### src/rtl/sdram_pkg.sv
// Shared SDRAM definitions: bus geometry and the IQ buffer FSM encoding.
package sdram_pkg;

    localparam int SDRAM_BA_W  = 2;
    localparam int SDRAM_ROW_W = 11;
    localparam int SDRAM_COL_W = 8;
    localparam int SDRAM_DQ_W  = 16;

    typedef enum logic [2:0] {
        ST_IDLE,
        ST_WR_LO,
        ST_WR_HI,
        ST_RD_LO,
        ST_RD_HI,
        ST_RD_WAIT
    } state_e;

    typedef enum logic {
        GRANT_READ  = 1'b0,
        GRANT_WRITE = 1'b1
    } grant_e;

endpackage

### src/rtl/sdram_iq_buffer.sv
// SDRAM-backed elastic ring buffer for IQ pairs; each pair is stored as two
// consecutive 16-bit words and the master alternates write/read grants.
module sdram_iq_buffer
    import sdram_pkg::*;
#(
    parameter int IQ_PAIR_WIDTH = 24,
    parameter int AZ_ADDR_WIDTH = SDRAM_BA_W + SDRAM_ROW_W + SDRAM_COL_W
) (
    input  logic                     clk_main,
    input  logic                     reset_n,
    input  logic                     in_valid,
    input  logic [IQ_PAIR_WIDTH-1:0] in_data,
    output logic                     in_ready,
    output logic                     out_valid,
    output logic [IQ_PAIR_WIDTH-1:0] out_data,
    input  logic                     out_ready,
    output logic [AZ_ADDR_WIDTH-1:0] az_addr,
    output logic [1:0]               az_be_n,
    output logic                     az_cs,
    output logic                     az_rd_n,
    output logic                     az_wr_n,
    output logic [SDRAM_DQ_W-1:0]    az_data,
    input  logic [SDRAM_DQ_W-1:0]    za_data,
    input  logic                     za_valid,
    input  logic                     za_waitrequest,
    output logic [AZ_ADDR_WIDTH-1:0] level
);

    localparam int PTR_W       = AZ_ADDR_WIDTH - 1;
    localparam int DEPTH_PAIRS = 2 ** PTR_W;
    localparam int HI_W        = IQ_PAIR_WIDTH - SDRAM_DQ_W;
    localparam logic [AZ_ADDR_WIDTH-1:0] LEVEL_FULL = AZ_ADDR_WIDTH'(DEPTH_PAIRS);

    state_e                     state_q;
    grant_e                     last_grant_q;
    logic [PTR_W-1:0]           wr_ptr_q;
    logic [PTR_W-1:0]           rd_ptr_q;
    logic [AZ_ADDR_WIDTH-1:0]   level_q;
    logic [1:0]                 rsp_cnt_q;
    logic [SDRAM_DQ_W-1:0]      wr_hi_q;
    logic                       out_valid_q;
    logic [IQ_PAIR_WIDTH-1:0]   out_data_q;
    logic                       az_cs_q;
    logic                       az_rd_n_q;
    logic                       az_wr_n_q;
    logic [1:0]                 az_be_n_q;
    logic [AZ_ADDR_WIDTH-1:0]   az_addr_q;
    logic [SDRAM_DQ_W-1:0]      az_data_q;

    logic full;
    logic rd_eligible;
    logic accepted;
    logic rsp_window;
    logic rsp_take;
    logic rsp_last;

    function automatic logic [SDRAM_DQ_W-1:0] pad_hi(input logic [HI_W-1:0] hi);
        return SDRAM_DQ_W'(hi);
    endfunction

    assign full        = (level_q == LEVEL_FULL);
    assign rd_eligible = (level_q != '0) && !out_valid_q;
    assign accepted    = az_cs_q && !za_waitrequest;

    // A pending read wins over a new write when the previous grant was a write.
    assign in_ready = reset_n && (state_q == ST_IDLE) && !full &&
                      !(rd_eligible && (last_grant_q == GRANT_WRITE));

    // Responses can land while RD_HI is still stalled, so count from RD_LO on.
    assign rsp_window = (state_q == ST_RD_LO) || (state_q == ST_RD_HI) ||
                        (state_q == ST_RD_WAIT);
    assign rsp_take   = za_valid && rsp_window && (rsp_cnt_q != 2'd2);
    assign rsp_last   = rsp_take && (rsp_cnt_q == 2'd1);

    always_ff @(posedge clk_main) begin
        if (!reset_n) begin
            state_q      <= ST_IDLE;
            last_grant_q <= GRANT_READ;
            wr_ptr_q     <= '0;
            rd_ptr_q     <= '0;
            level_q      <= '0;
            rsp_cnt_q    <= '0;
            wr_hi_q      <= '0;
            out_valid_q  <= 1'b0;
            out_data_q   <= '0;
            az_cs_q      <= 1'b0;
            az_rd_n_q    <= 1'b1;
            az_wr_n_q    <= 1'b1;
            az_be_n_q    <= 2'b11;
            az_addr_q    <= '0;
            az_data_q    <= '0;
        end else begin
            if (out_valid_q && out_ready) begin
                out_valid_q <= 1'b0;
            end

            if (rsp_take) begin
                rsp_cnt_q <= rsp_cnt_q + 2'd1;
                if (rsp_cnt_q == 2'd0) begin
                    out_data_q[SDRAM_DQ_W-1:0] <= za_data;
                end else begin
                    out_data_q[IQ_PAIR_WIDTH-1:SDRAM_DQ_W] <= za_data[HI_W-1:0];
                    out_valid_q <= 1'b1;
                    rd_ptr_q    <= rd_ptr_q + 1'b1;
                    level_q     <= level_q - 1'b1;
                end
            end

            case (state_q)
                ST_IDLE: begin
                    if (in_valid && in_ready) begin
                        last_grant_q <= GRANT_WRITE;
                        wr_hi_q      <= pad_hi(in_data[IQ_PAIR_WIDTH-1:SDRAM_DQ_W]);
                        az_cs_q      <= 1'b1;
                        az_wr_n_q    <= 1'b0;
                        az_be_n_q    <= 2'b00;
                        az_addr_q    <= {wr_ptr_q, 1'b0};
                        az_data_q    <= in_data[SDRAM_DQ_W-1:0];
                        state_q      <= ST_WR_LO;
                    end else if (rd_eligible) begin
                        last_grant_q <= GRANT_READ;
                        rsp_cnt_q    <= '0;
                        az_cs_q      <= 1'b1;
                        az_rd_n_q    <= 1'b0;
                        az_be_n_q    <= 2'b00;
                        az_addr_q    <= {rd_ptr_q, 1'b0};
                        state_q      <= ST_RD_LO;
                    end
                end
                ST_WR_LO: begin
                    if (accepted) begin
                        az_addr_q <= {wr_ptr_q, 1'b1};
                        az_data_q <= wr_hi_q;
                        state_q   <= ST_WR_HI;
                    end
                end
                ST_WR_HI: begin
                    if (accepted) begin
                        az_cs_q   <= 1'b0;
                        az_wr_n_q <= 1'b1;
                        az_be_n_q <= 2'b11;
                        wr_ptr_q  <= wr_ptr_q + 1'b1;
                        level_q   <= level_q + 1'b1;
                        state_q   <= ST_IDLE;
                    end
                end
                ST_RD_LO: begin
                    if (accepted) begin
                        az_addr_q <= {rd_ptr_q, 1'b1};
                        state_q   <= ST_RD_HI;
                    end
                end
                ST_RD_HI: begin
                    if (accepted) begin
                        az_cs_q   <= 1'b0;
                        az_rd_n_q <= 1'b1;
                        az_be_n_q <= 2'b11;
                        state_q   <= ((rsp_cnt_q == 2'd2) || rsp_last) ? ST_IDLE : ST_RD_WAIT;
                    end
                end
                ST_RD_WAIT: begin
                    if (rsp_last) begin
                        state_q <= ST_IDLE;
                    end
                end
                default: begin
                    state_q <= ST_IDLE;
                end
            endcase
        end
    end

    generate
        if (HI_W < SDRAM_DQ_W) begin : g_pad
            logic unused_pad;
            assign unused_pad = |za_data[SDRAM_DQ_W-1:HI_W];
        end
    endgenerate

    assign out_valid = out_valid_q;
    assign out_data  = out_data_q;
    assign az_addr   = az_addr_q;
    assign az_be_n   = az_be_n_q;
    assign az_cs     = az_cs_q;
    assign az_rd_n   = az_rd_n_q;
    assign az_wr_n   = az_wr_n_q;
    assign az_data   = az_data_q;
    assign level     = level_q;

endmodule
### config.mk
export PLATFORM = sky130hd
export DESIGN_NAME = sdram_iq_buffer
export DESIGN_NICKNAME = d
export VERILOG_FILES = /design/src/rtl/sdram_pkg.sv /design/src/rtl/sdram_iq_buffer.sv
export SDC_FILE = /design/constraint.sdc
export NUM_CORES = 1
export LEC_CHECK = 0
export BUFFER_PORTS_ARGS = -buffer_cell sky130_fd_sc_hd__buf_2
export CAP_MARGIN = 15
export CORE_ASPECT_RATIO = 0.75
export CORE_MARGIN = 10
export CORE_UTILIZATION = 55
export CTS_CLUSTER_SIZE = 8
export DETAILED_ROUTE_END_ITERATION = 7
export PLACE_DENSITY = 0.8
export SLEW_MARGIN = 20
export SYNTH_ARGS = -nofsm -noshare
export SYNTH_HDL_FRONTEND = slang
export SYNTH_SLANG_ARGS = --single-unit
### constraint.sdc
create_clock -name clk_main -period 2.8 [get_ports clk_main]
set_input_delay 0 -clock clk_main [delete_from_list [all_inputs] [get_ports clk_main]]
set_output_delay 0 -clock clk_main [all_outputs]
set_load 0.01 [all_outputs]
==> impl_results.md <==
* CP cell instances: inv_1, ha_1, or2b_2, a2111o_1, or4_4, o32ai_2, xnor2_1, and2_1
* First-pass GRT wire length at 29.6 mm
* Top cell type's share of synthesized area at 42.8%
* Largest net degree at the start of global routing at 62
* Crit. End Element: flop
* Proportion of layout cells with a drive suffix above 1 at 22.5%
* Pwr dens at 704 nW/um2
* Global route overflow at 0
* Worst setup path class: flop to flop
* Avg Vias per Cell at 5.49
* Startpoint Class: flop
* Setup_tns at 0 ns
* Mapped Avg Cell Area at 8.54 um2
* Hold Crit Start: in_data[6]
* Post-Syn Nets at 826
* Worst Path Buf+Inv at 1
* Worst skew pair latency at 0.41 ns
* Fin crit share at 94.2%
* Die Area at 16800 um2
* Yosys cell types at 58
* Area Growth Syn to Fin at 28.3%
* CORE AREA at 11700 um2
* Most frequent cell after synthesis: nand2_1
* Sink Count at 141
* H-tree depth at 4
* Antenna violation net count after detailed routing at 0
* Buffers added on ports at 134
* Sequential fraction of the synthesis area at 42.8%
* Post-Route WL at 18.1 mm
* Clock transition at path regs at 0.06 ns
* Count of state elements after synthesis at 141
* Most used DFF post-synth: dfxtp_1
* Io pins at 135
* WHS at 0.0153 ns
* Drt wl/cell at 16.2 um
* DP HPWL at 12.2 mm
* Fillers at 940
* Final core utilization at 72.6%
* Nets at 999
* Final worst slack at 0.163 ns
* Die H at 115 um
* Clock Tree Root: clkbuf_16
* CTS tree: done
* # rows at 34
* Crit path time final at 2.64 ns
* Synth area leader: dfxtp_1
* TritonCTS Buffers at 17
* Worst EP required at 3.10 ns
* Fmax at 379 MHz
* Post-route DRC at 0
* Synth top area cells: dfxtp_1 (43%), nand2_1 (8.4%), a21boi_0 (4.9%), and2_1 (4.6%), xnor2_1 (3.8%)
* Drt first pass iters at 5
* Initial antenna violation count at 0
* Leak Pwr at 3.66 nW
* Post-synthesis cell count at 773
* Post-synth EDFFs at 0
* Slowest-stage cell, CP: or4_4
* Clock Tree Buf Depth at 2
* Cell Area, Synth at 6600 um2
* Routed via count at 6149
* Vias in the first global route at 5939
* Worst EP arrival at 2.94 ns
* Status: finished, final reports clean
* RR Startpoint: rsp_cnt_q[0]
* Crit path max fanout at 5
* Final Hold Viols at 0
* Worst Setup SP: rsp_cnt_q[0]
* Fin. max-slew vios at 0
* Final Setup Violations at 0
* Initial Util at 56.6%
* Peak supply drop at 0.640 mV
* Final Skew at 0.00861 ns
* Unrepaired setup endpoints after global routing: no
* Hold crit path type: primary input to flop
* Overall routing resource usage at 21.1%
* Dpl ws at 0.196 ns
* GPL Wtd Cong at 0.928
* Die width at 146 um
* Tightest Pin Transition at 0.542 ns
* Synth async-reset ratio at 0%
* List of most frequent post-synthesis cells: nand2_1 (148), dfxtp_1 (141), and2_1 (48)
* Synth warnings at 0
* CP top delay family: simple AND/OR/NAND/NOR gates
* Maxcap violations at 0
* Worst path max stage delay at 0.55 ns
* Slew HR at 63.9%
* Initial DRC count at 444
kinds of logic (layout without fill, tap and decap cells):
logic type | Yosys count | after routing | synth area share, %
AND/OR/NAND/NOR | 354 | 354 | 27.3
AO/OA/AOI/OAI | 143 | 143 | 15.0
other | 0 | 1 | 0
multiplexers | 21 | 21 | 3.34
buffers and inverters | 58 | 242 | 3.83
XOR/XNOR | 49 | 49 | 6.50
flip-flops | 141 | 141 | 42.8
adder cells (fa/ha/maj) | 7 | 7 | 1.33
stage by stage:
step           std cells  area [um2]  total power (W)
6_report            1120        8460          0.00596
3_3_place_gp        1047        7450          0.00368
3_5_place_dp        1047        7450          0.00372
5_1_grt             1119        8460          0.00627
2_1_floorplan        773        6600          0.00325
4_1_cts             1119        8450          0.00600
what timing repair did:
action | in CTS | in global routing
hold buffers | 42 | 0
hold endpoints to repair | 51 | 0
endpoints found under the setup margin | 0 | 5
buffers inserted | 0 | 0
gates resized for setup | 0 | 1
registers in the layout (all words and copies together), names as in the netlist:
| signal | count |
|---|---|
| level | 21 |
| rd_ptr_q | 20 |
| az_rd_n | 1 |
| rsp_cnt_q | 2 |
| az_be_n | 1 |
| az_addr | 21 |
| az_wr_n | 1 |
| state_q | 3 |
| last_grant_q | 1 |
| az_cs | 1 |
| out_valid | 1 |
| wr_ptr_q | 20 |
| out_data | 24 |
| wr_hi_q | 8 |
| az_data | 16 |
routing by layer:
metal | part of all wire [%] | routed length (um) | vias to the layer above | global-route usage, %
met3 | 6.6 | 1190 | 17 | 6.44
met4 | 1.0 | 184 | 0 | 5.92
met5 | 0 | 0 | - | 0
met2 | 47 | 8520 | 198 | 34.2
li1 | - | - | 3045 | -
met1 | 45 | 8230 | 2889 | 26.9
worst paths after layout:
kind                 to  slack (ns)  cells after the start
max           level[19]        0.16                      8
min          az_data[6]        0.02                      4
max reg2reg   level[19]        0.16                      8
min reg2reg  az_data[1]        0.46                      2
worst reg2reg max path: cells and delay by family, from the launching register on:
family	cells	cell delay, ns
AO/OA/AOI/OAI	2	0.74
XOR/XNOR	1	0.08
adder cells (fa/ha/maj)	1	0.22
buffers and inverters	1	0.09
flip-flops	1	0.37
AND/OR/NAND/NOR	3	1.04
power breakdown:
| part | leakage, nW | switching [W] | internal (W) |
|---|---|---|---|
| registers | 1.14 | 0.000130 | 0.00221 |
| clock network | 0.279 | 0.000847 | 0.00139 |
| logic | 2.23 | 0.000825 | 0.000564 |
cells in the final DEF (no fill, tap or decap), types with 24 or more instances in the layout:
cell,instances
and2_1,48
buf_2,133
dlygate4sd3_1,42
nor2_1,24
o21ai_0,33
xnor2_1,29
nand2_1,148
buf_4,25
dfxtp_1,141
nand3_1,37
a21boi_0,42
layout make-up:
class	count	area, um2	share of cell area (%)
multi-input cells	574	3540	41.8
flip-flops and latches	141	2820	33.4
repair buffers	200	1270	15.1
clock buffers	19	433	5.12
well taps	162	203	2.40
clock inverters	11	146	1.73
inverters	12	45.0	0.532
diodes	1	2.50	0.0296
No activity file was read; power rests on OpenSTA's default activity.
